$ cat src/rtl/seq_detector_1011.sv
// ---------------------------------------------------------------------------
// seq_detector_1011
//   Moore-style serial pattern detector for the bit sequence 1-0-1-1, with a
//   wrapping match counter. din is expected to be the registered q output of
//   an upstream flop stage, so it is already synchronous to clk.
//
// Parameters
//   OVERLAP : 1 = the tail of a match may start the next one,
//             0 = the detector restarts clean after each match.
//   CNT_W   : width of the match counter.
//
// Ports
//   clk   : clock; all state changes on the rising edge.
//   r     : synchronous active-high reset. It overrides en and din.
//   en    : sample enable. din is consumed only on edges where en=1.
//   din   : serial data bit.
//   det   : match flag. High while the FSM is in S4.
//   cnt   : number of matches since reset, modulo 2^CNT_W.
//   state : current FSM state code, for debug.
// ---------------------------------------------------------------------------
module seq_detector_1011 #(
    parameter int OVERLAP = 1,
    parameter int CNT_W   = 4
) (
    input  logic             clk,
    input  logic             r,
    input  logic             en,
    input  logic             din,
    output logic             det,
    output logic [CNT_W-1:0] cnt,
    output logic [2:0]       state
);

    // The state code equals the length of the pattern prefix seen so far.
    typedef enum logic [2:0] {
        S0 = 3'b000,   // nothing
        S1 = 3'b001,   // "1"
        S2 = 3'b010,   // "10"
        S3 = 3'b011,   // "101"
        S4 = 3'b100    // "1011" (match)
    } state_t;

    state_t           state_reg;
    state_t           state_next;
    logic             det_reg;
    logic [CNT_W-1:0] cnt_reg;

    // Next-state logic. Codes 101-111 are illegal and fall back to S0.
    always_comb begin
        state_next = S0;
        case (state_reg)
            S0: state_next = din ? S1 : S0;
            S1: state_next = din ? S1 : S2;
            S2: state_next = din ? S3 : S0;
            S3: state_next = din ? S4 : S2;
            // After a match, a trailing 0 either reuses the last "1" of the
            // match (giving "10") or the detector starts over.
            S4: state_next = din ? S1 : ((OVERLAP != 0) ? S2 : S0);
            default: state_next = S0;
        endcase
    end

    // det is registered from the next state, so it is exactly (state==S4)
    // without any combinational path from din. cnt advances on the same
    // edge that enters S4; S4 has no self-loop, so each match counts once.
    always_ff @(posedge clk) begin
        if (r) begin
            state_reg <= S0;
            det_reg   <= 1'b0;
            cnt_reg   <= '0;
        end else if (en) begin
            state_reg <= state_next;
            det_reg   <= (state_next == S4);
            if (state_next == S4) begin
                cnt_reg <= cnt_reg + CNT_W'(1);
            end
        end
    end

    assign state = state_reg;
    assign det   = det_reg;
    assign cnt   = cnt_reg;

endmodule

$ cat config.mk
export PLATFORM = sky130hd
export DESIGN_NAME = seq_detector_1011
export DESIGN_NICKNAME = d
export VERILOG_FILES = /design/src/rtl/seq_detector_1011.sv
export SDC_FILE = /design/constraint.sdc
export NUM_CORES = 1
export LEC_CHECK = 0
export BUFFER_PORTS_ARGS = -buffer_cell sky130_fd_sc_hd__buf_4
export CORE_UTILIZATION = 25
export DETAILED_ROUTE_END_ITERATION = 7
export MAX_ROUTING_LAYER = met4
export PLACE_DENSITY_LB_ADDON = 0.08
export SLEW_MARGIN = 30
export SYNTH_ARGS = -nofsm -noshare
export SYNTH_HDL_FRONTEND = slang
export SYNTH_SLANG_ARGS = --single-unit
$ cat constraint.sdc
create_clock -name clk -period 1.5 [get_ports clk]
set_input_delay 0.3 -clock clk [delete_from_list [all_inputs] [get_ports clk]]
set_output_delay 0.3 -clock clk [all_outputs]
set_load 0.01 [all_outputs]
==> impl_metrics.tcl <==
set metrics [dict create \
    hold_violations 0 \
    fin_tns_setup_ns 0 \
    timing.slew.headroom 0.800 \
    drive_gt1_frac 0.321 \
    antenna_found_initial 0 \
    path_max_fanout 7 \
    critPathKind "flip-flop to flip-flop" \
    yosysWarningCount 0 \
    outcome "finished clean" \
    drv_slew 0 \
    met2_length_um 365 \
    drt-met1-wl_um 401 \
    synth_area_leaders "dfxtp_1, a21oi_1, nor2b_1" \
    cts-resized-gates 0 \
    clkTransAtPathRegs_ns 0.06 \
    mostFrequentLayoutCell "buf_4" \
    cts_max_level 1 \
    avgSynthCellArea_um2 8.93 \
    design_power_total_uw 413 \
    area_growth_pct 31.3 \
    startpoint_type "flip-flop" \
    cp.arrival_ns 1.49 \
    required_ns 1.64 \
    die_height_um 41.2 \
    grt_pass1_wl_um 1450 \
    synth_top_area_frac 0.417 \
    min_path_type "input port to flip-flop" \
    gp_congestion 0.696 \
    n_antenna_cell 0 \
    hold_ws_ns 0.275 \
    p_leak_uw 0.000216 \
    cp_slowest_stage_delay_ns 0.45 \
    firstDrtPassIters 4 \
    synth-seq-area-share 0.417 \
    overflow 0 \
    wl_um 843 \
    drtIter0Drc 3 \
    ios 12 \
    period_needed_ns 1.34 \
    ir_drop_uv 443 \
    largest_reg_flops 4 \
    num_rows 13 \
    dpl.cell_count 68 \
    core_area_um2 1370 \
    syn_area_um2 384 \
    fin_crit_sh 0.896 \
    cap_violations 0 \
    cts_tree "done" \
    drc 0 \
    via_count 346 \
    initial_core_util 0.281 \
    die_x_um 41.2 \
    clock_latency_ns 0.25 \
    synthCells 43 \
    synth_seq_cells 8 \
    clock_skew_ns 0.00233 \
    rsz0062_at_grt "no" \
    fp.dieArea_um2 1700 \
    placed_area_um2 482 \
    final_cell_mix "buf_4, dfxtp_1, a21oi_1" \
    hpwl_um 606 \
    path_cells "nand4b_2 > or2_4 > mux2_4" \
    top_layer "met4" \
    finalNonFillerCells 71 \
    cts_buffers 3 \
    cellPowerDensity_nw_per_um2 820 \
    ys_types 21 \
    crit_slowest_cell "dfxtp_1" \
    cts_buffer_depth 2 \
    worst_pin_slew_ns 0.297 \
    syn-num-nets 48 \
    yosys.area.top_type "dfxtp_1" \
    wl_met3_um 71 \
    worstSetupEndpointType "flip-flop" \
    clock-root-buffer "clkbuf_4" \
    final_antenna_net_count 0 \
    vias_per_cell 4.87 \
    grt_pass1_vias 327 \
    cts_num_sinks 8 \
    routedWlPerCell_um 11.9 \
    n_fill_cell 160 \
    postCtsSetupBuffers 0 \
    max_freq_mhz 744 \
    grt_max_degree 13 \
    grt_usage 0.143 \
    portBuffers 11 \
    finalSetupViolCount 0 \
    final_nets 63 \
    final_area_um2 504 \
    postCtsHoldBufs 0 \
]
[worst max-delay path: cells and delay by family, from the launching register on]
| family | cells | cell delay, ns |
|---|---|---|
| DFF | 1 | 0.45 |
| muxes | 1 | 0.29 |
| and+or+nand+nor | 2 | 0.49 |
[cells by family (layout without fill, tap and decap cells)]
group                    count (synthesis)  after routing  synth area share
AND/OR/NAND/NOR                         17             17             0.267
AO/OA/AOI/OAI                           11             11             0.160
buffers and inverters                    3             16            0.0293
flip-flops                               8              8             0.417
multiplexers                             3              3            0.0945
adder cells (fa/ha/maj)                  1              1            0.0326
[final timing paths]
check,slack (ns),end,startpoint,cells after the start
worst max-delay path,0.16,cnt[0],state[0],3
worst min-delay path,0.28,state[1],din,2
worst max register to register,0.16,cnt[0],state[0],3
worst min register to register,0.46,det,det,2
[synthesized netlist by cell type]
master / instances
o211ai_1: 1
mux2_4: 1
nor2b_1: 4
dfxtp_1: 8
ha_1: 1
nor3b_1: 1
or3_1: 1
or2_4: 1
mux2_2: 1
clkbuf_1: 1
nand4b_2: 1
nand2_1: 3
mux2i_1: 1
nor3_1: 1
o41ai_1: 1
nand4_1: 1
nand2b_1: 1
nor2_1: 3
a21oi_1: 5
inv_1: 2
o21ai_0: 4
[report_power, final]
group	internal [uW]	switching (uW)
clock network	91.7	75.1
registers	215	3.75
logic	12.7	15.4
[per-stage QoR]
stage	utilization	worst slack, ns
after floorplan	-	0.214
after global placement	0.353	0.199
after detailed placement	0.353	0.162
after CTS	0.369	0.157
after global routing	0.369	0.0615
final	0.369	0.156
[per-layer routing]
metal	up-vias	GRT usage
met3	2	0.0815
met2	14	0.203
li1	179	-
met4	0	0.0726
met5	-	-
met1	151	0.159
[final cells by class]
cell class	count	area, um2	share of cell area
multi-input cells	32	213	0.422
well taps	15	18.8	0.0372
clock buffers	3	22.5	0.0447
inverters	2	7.51	0.0149
repair buffers	11	82.6	0.164
flip-flops and latches	8	160	0.318
Power figures use the tool's default switching activity.
